File: src/rtl/fetch_pkg.sv
// Shared types and constants for the instruction-fetch stage.
// The optional counters are enabled with `define FETCH_PERF_CNT_EN.
package fetch_pkg;

  localparam int ADDR_W_DEF  = 16;
  localparam int INSTR_W_DEF = 16;

  // The same encoding is used by the control decoder.
  localparam logic [4:0] OPC_HALT = 5'b00000;

  typedef enum logic [1:0] {
    ST_REQ    = 2'd0,
    ST_WAIT   = 2'd1,
    ST_HALTED = 2'd2
  } fetch_state_e;

  function automatic logic [31:0] sat_inc(input logic [31:0] v);
    return (v == 32'hFFFF_FFFF) ? v : v + 32'd1;
  endfunction

endpackage

File: src/rtl/fetch_ifid_buf.sv
// Single-entry IF/ID holding register.
// Priority is flush, then load, then consume.
module fetch_ifid_buf #(
  parameter int ADDR_W  = 16,
  parameter int INSTR_W = 16
) (
  input  logic               clk,
  input  logic               rst_n,
  input  logic               flush,
  input  logic               load,
  input  logic [INSTR_W-1:0] load_instr,
  input  logic [ADDR_W-1:0]  load_pc_plus2,
  input  logic               consume,
  output logic               valid,
  output logic [INSTR_W-1:0] instr,
  output logic [ADDR_W-1:0]  pc_plus2
);

  logic               valid_r;
  logic [INSTR_W-1:0] instr_r;
  logic [ADDR_W-1:0]  pc_plus2_r;

  // Buffer state update.
  always_ff @(posedge clk or negedge rst_n) begin
    if (!rst_n) begin
      valid_r    <= 1'b0;
      instr_r    <= {INSTR_W{1'b0}};
      pc_plus2_r <= {ADDR_W{1'b0}};
    end else if (flush) begin
      valid_r <= 1'b0;
    end else if (load) begin
      valid_r    <= 1'b1;
      instr_r    <= load_instr;
      pc_plus2_r <= load_pc_plus2;
    end else if (consume) begin
      valid_r <= 1'b0;
    end else begin
      valid_r <= valid_r;
    end
  end

  assign valid    = valid_r;
  assign instr    = instr_r;
  assign pc_plus2 = pc_plus2_r;

endmodule

File: src/rtl/fetch_stage.sv
// Instruction-fetch stage: owns the PC, issues one memory request at a time.
// Optional counters are enabled with `define FETCH_PERF_CNT_EN.
module fetch_stage
  import fetch_pkg::*;
#(
  parameter int                ADDR_W   = ADDR_W_DEF,
  parameter int                INSTR_W  = INSTR_W_DEF,
  parameter logic [ADDR_W-1:0] RESET_PC = 16'h0000
) (
  input  logic               clk,
  input  logic               rst_n,
  output logic               imem_req_valid,
  input  logic               imem_req_ready,
  output logic [ADDR_W-1:0]  imem_req_addr,
  input  logic               imem_rsp_valid,
  input  logic [INSTR_W-1:0] imem_rsp_data,
  input  logic               redirect_valid,
  input  logic [ADDR_W-1:0]  redirect_pc,
  input  logic               halt,
  output logic               id_valid,
  input  logic               id_ready,
  output logic [INSTR_W-1:0] id_instr,
  output logic [4:0]         id_opcode,
  output logic [ADDR_W-1:0]  id_pc_plus2,
  output logic               halted,
`ifdef FETCH_PERF_CNT_EN
  output logic [31:0]        fetch_cnt,
  output logic [31:0]        squash_cnt,
`endif
  output logic               err
);

  fetch_state_e       state_r;
  logic [ADDR_W-1:0]  pc_r;
  logic               squash_r;
  logic               halted_r;
  logic               err_r;

  logic               id_valid_s;
  logic               buf_free_s;
  logic               active_s;
  logic               req_fire_s;
  logic               redir_s;
  logic               halt_take_s;
  logic               rsp_load_s;
  logic               rsp_drop_s;
  logic [ADDR_W-1:0]  pc_plus2_s;

  assign active_s    = (state_r != ST_HALTED);
  assign buf_free_s  = !id_valid_s || id_ready;
  // rst_n gate keeps the request low while reset is asserted.
  assign imem_req_valid = rst_n && (state_r == ST_REQ) && buf_free_s;
  assign req_fire_s  = imem_req_valid && imem_req_ready;
  assign redir_s     = active_s && redirect_valid;
  assign halt_take_s = active_s && id_valid_s && halt && !redirect_valid;
  assign rsp_load_s  = (state_r == ST_WAIT) && imem_rsp_valid && !squash_r && !redirect_valid;
  assign rsp_drop_s  = (state_r == ST_WAIT) && imem_rsp_valid && (squash_r || redirect_valid);
  assign pc_plus2_s  = pc_r + ADDR_W'(2);

  // Fetch control: state, PC, squash and sticky status flags.
  always_ff @(posedge clk or negedge rst_n) begin
    if (!rst_n) begin
      state_r  <= ST_REQ;
      pc_r     <= RESET_PC;
      squash_r <= 1'b0;
      halted_r <= 1'b0;
      err_r    <= 1'b0;
    end else if (redir_s && redirect_pc[0]) begin
      err_r    <= 1'b1;
      halted_r <= 1'b1;
      state_r  <= ST_HALTED;
    end else if (redir_s) begin
      pc_r <= redirect_pc;
      case (state_r)
        ST_REQ: begin
          if (req_fire_s) begin
            state_r  <= ST_WAIT;
            squash_r <= 1'b1;
          end
        end
        ST_WAIT: begin
          if (imem_rsp_valid) begin
            state_r <= ST_REQ;
          end else begin
            squash_r <= 1'b1;
          end
        end
        default: state_r <= ST_REQ;
      endcase
    end else if (halt_take_s) begin
      halted_r <= 1'b1;
      state_r  <= ST_HALTED;
    end else begin
      case (state_r)
        ST_REQ: begin
          if (req_fire_s) begin
            state_r  <= ST_WAIT;
            squash_r <= 1'b0;
          end
        end
        ST_WAIT: begin
          if (imem_rsp_valid) begin
            state_r <= ST_REQ;
            if (!squash_r) begin
              pc_r <= pc_plus2_s;
            end
          end
        end
        ST_HALTED: state_r <= ST_HALTED;
        default:   state_r <= ST_REQ;
      endcase
    end
  end

  fetch_ifid_buf #(
    .ADDR_W  (ADDR_W),
    .INSTR_W (INSTR_W)
  ) u_ifid_buf (
    .clk           (clk),
    .rst_n         (rst_n),
    .flush         (redir_s || halt_take_s),
    .load          (rsp_load_s),
    .load_instr    (imem_rsp_data),
    .load_pc_plus2 (pc_plus2_s),
    .consume       (id_ready),
    .valid         (id_valid_s),
    .instr         (id_instr),
    .pc_plus2      (id_pc_plus2)
  );

`ifdef FETCH_PERF_CNT_EN
  logic [31:0] fetch_cnt_r;
  logic [31:0] squash_cnt_r;

  // Saturating counters of loaded and dropped responses.
  always_ff @(posedge clk or negedge rst_n) begin
    if (!rst_n) begin
      fetch_cnt_r  <= 32'd0;
      squash_cnt_r <= 32'd0;
    end else begin
      if (rsp_load_s) begin
        fetch_cnt_r <= sat_inc(fetch_cnt_r);
      end
      if (rsp_drop_s) begin
        squash_cnt_r <= sat_inc(squash_cnt_r);
      end
    end
  end

  assign fetch_cnt  = fetch_cnt_r;
  assign squash_cnt = squash_cnt_r;
`else
  logic unused_s;
  assign unused_s = rsp_drop_s;
`endif

  assign imem_req_addr = pc_r;
  assign id_valid      = id_valid_s;
  assign id_opcode     = id_instr[INSTR_W-1 -: 5];
  assign halted        = halted_r;
  assign err           = err_r;

endmodule
File: config.mk
export PLATFORM = sky130hd
export DESIGN_NAME = fetch_stage
export DESIGN_NICKNAME = d
export VERILOG_FILES = /design/src/rtl/fetch_pkg.sv /design/src/rtl/fetch_ifid_buf.sv /design/src/rtl/fetch_stage.sv
export SDC_FILE = /design/constraint.sdc
export NUM_CORES = 1
export LEC_CHECK = 0
export ABC_AREA = 1
export BUFFER_PORTS_ARGS = -buffer_cell sky130_fd_sc_hd__buf_2
export CAP_MARGIN = 20
export CORE_MARGIN = 5
export CORE_UTILIZATION = 41
export DETAILED_ROUTE_END_ITERATION = 6
export GPL_ROUTABILITY_DRIVEN = 0
export PLACE_DENSITY = 0.68
export REMOVE_ABC_BUFFERS = 1
export SLEW_MARGIN = 15
export SYNTH_ARGS = -nofsm -noshare
export SYNTH_HDL_FRONTEND = slang
export SYNTH_SLANG_ARGS = --single-unit
File: constraint.sdc
create_clock -name clk -period 1.5 [get_ports clk]
set_input_delay 0.075 -clock clk [delete_from_list [all_inputs] [get_ports clk]]
set_output_delay 0.075 -clock clk [all_outputs]
set_load 0.005 [all_outputs]
==> impl_metrics.yaml <==
power_and_ir_drop:
  vdd_drop_max_uv: 394.1
  p_total_mw: 2.538
  p_per_area_nw_per_um2: 705.1
  p_leak_nw: 2.182
cts:
  cts_made_buffers: 5
  clockBufferDepth: 2
  tritoncts: "done"
  insertion_delay_ns: 0.30
  htreeDepth: 2
  cts_root_buffer: "clkbuf_8"
  path_clk_slew_ns: 0.10
  cts_sinks: 54
timing:
  setup_violations: 0
  relSlewSlack_pct: 54.63
  finClkSkew_ns: 0.008605
  tightest_slew_ns: 0.6805
  maxSlewViolCount: 0
  finalHoldViolations: 0
  layout_setup_ws_ns: 0.1194
  rsz0062_at_grt: "true"
  fmax_ghz: 0.7243
  period_needed_ns: 1.381
  hold_ws_ns: 0.05600
  fin_setup_tns_ns: 0
  min_period_over_period_pct: 92.04
cells_and_area:
  final_nets: 526
  area_delta_synth_final_pct: 31.91
  drive_above_1_share_pct: 27.10
  antenna_cells: 0
status:
  outcome: "completed"
worst_setup_path:
  crit_top_cell: "nand2_1"
  worst-endpoint-arrival_ns: 1.58
  critical-path-max-stage-delay_ns: 0.37
  crit_slowest_cell: "dfrtp_1"
  cp_max_fo: 5
  path_cells: "ha_1, nand2_2, nor2_4, nand2_1, nand2_1, nand2_1, nand2_1, nand2_1, nand2_1, nand2_1"
  worstPathRequired_ns: 1.70
  crit_path_end_kind: "flip-flop"
  path_class: "flip-flop to flip-flop"
  start_kind: "flip-flop"
floorplan:
  io_pins: 96
  row_count: 29
  die_w_um: 91.58
  die_h_um: 91.58
  initial_core_util_pct: 42.49
  die_area_um2: 8387
  core-area_um2: 6422
logic_synthesis:
  ys_seq_area_share_pct: 49.52
  ys_types: 26
  netlist_instances: 371
  syn_avg_cell_area_um2: 7.355
  syn_area_um2: 2729
  synth_seq_cells: 54
  synth_warnings: 0
global_route:
  antenna_found_initial: 0
  grt_pass1_vias: 2636
  grt_overflow: 0
  grt_pass1_wl_um: 12320
  grt_max_degree: 55
  grtUsageTotal_pct: 17.75
place:
  pre_cts_ws_ns: 0.1106
  hpwl_um: 5142
  numPortBuffers: 95
drt:
  drt-initial-drc-count: 88
  first_pass_iters: 4
  num_vias: 2632
  wl_per_cell_um: 12.91
  vias_per_cell: 4.667
  drtAntennaViolNets: 0
  drc: 0
  wirelength_um: 7284
flow_run:
  cap_violations: 0
hold_path:
  hold_class: "input pin to flip-flop"
[sequential cells by signal (all words and copies together), names as in the netlist]
name / flops
state_r: 2
u_ifid_buf.valid: 1
squash_r: 1
u_ifid_buf.instr: 16
halted: 1
err: 1
u_ifid_buf.pc_plus2: 16
imem_req_addr: 16
[cells in the mapped netlist, drive strengths merged]
library cell | number | area share, %
ha | 1 | 0.46
or2 | 1 | 0.23
xor2 | 3 | 0.96
clkinv | 1 | 0.14
dfrtp | 54 | 50
a21oi | 1 | 0.18
buf | 15 | 3.9
nor2 | 26 | 4.0
o21ai | 10 | 1.8
nand3b | 3 | 0.83
inv | 20 | 2.8
clkbuf | 2 | 0.28
nand4 | 7 | 1.6
nand2 | 206 | 29
nand3 | 20 | 4.3
and3 | 1 | 0.23
[what timing repair did]
| action | 4_1_cts | 5_1_grt |
|---|---|---|
| resized for setup | 0 | 3 |
| setup endpoints to repair | 0 | 5 |
| hold endpoints to repair | 70 | 0 |
| setup buffers | 0 | 3 |
| hold buffers | 17 | 0 |
[critical path, delay by kind of cell, from the launching register on]
kind | cells | cell delay (ns)
fa+ha+maj | 1 | 0.20
flops | 1 | 0.37
simple gates | 9 | 0.71
[layer usage]
metal	up-vias	part of all wire, %	global-route usage [%]
li1	1376	-	-
met1	1184	45	23.01
met2	70	49	30.61
met3	2	5.2	3.719
met4	0	0.37	3.643
met5	-	0	0
[where the power goes]
part	internal, mW	switching [mW]	total [mW]
clock network	0.492	0.473	0.965
logic	0.0655	0.0533	0.119
registers	1.45	0	1.45
total	2.01	0.526	2.54
[worst paths after layout]
| kind | from | end | slack (ns) | cells past startpoint |
|---|---|---|---|---|
| worst min-delay path | redirect_pc[2] | imem_req_addr[2] | 0.06 | 5 |
| min in group asynchronous | rst_n | u_ifid_buf.pc_plus2[2] | 0.47 | 3 |
| worst max-delay path | imem_req_addr[2] | imem_req_addr[9] | 0.12 | 10 |
| max in group asynchronous | rst_n | u_ifid_buf.pc_plus2[9] | 0.57 | 3 |
| worst min register to register | u_ifid_buf.pc_plus2[15] | u_ifid_buf.pc_plus2[15] | 0.48 | 2 |
| worst max register to register | imem_req_addr[2] | imem_req_addr[9] | 0.12 | 10 |
[cell families after synthesis]
family | Yosys count | synth area share, %
flip-flops | 54 | 49.52
AND/OR/NAND/NOR | 264 | 40.03
XOR/XNOR | 3 | 0.9630
buffers and inverters | 38 | 7.015
adder cells (fa/ha/maj) | 1 | 0.4584
AO/OA/AOI/OAI | 11 | 2.017
[layout by cell type (no fill, tap or decap), types with 3 or more instances in the layout]
master         count
clkbuf_8           5
nand3_1           18
inv_2              4
inv_1             16
dfrtp_1           54
dlygate4sd3_1     17
nand3b_1           3
buf_4             10
xor2_1             3
nand2_2            4
nand2_1          201
nor2_2             3
buf_2             95
nor2_1            22
o21ai_0            9
nand4_1            7
[metrics by stage]
step                std cells  utilization (%)  instance area, um^2
floorplan                 354                -                 2616
global placement          535            51.08                 3281
detailed placement        535            51.08                 3281
CTS                       560            55.43                 3560
global route              564            56.05                 3600
finish                    564            56.05                 3600
[final cells by class]
type / count / area, um^2
Fill cell: 641 / 2823
Sequential cell: 54 / 1351
Multi-Input combinational cell: 280 / 1204
Timing Repair Buffer: 124 / 760.7
Tap cell: 77 / 96.34
Inverter: 21 / 78.83
Clock buffer: 5 / 68.82
Clock inverter: 3 / 40.04
(Power assumes the default switching activity.)
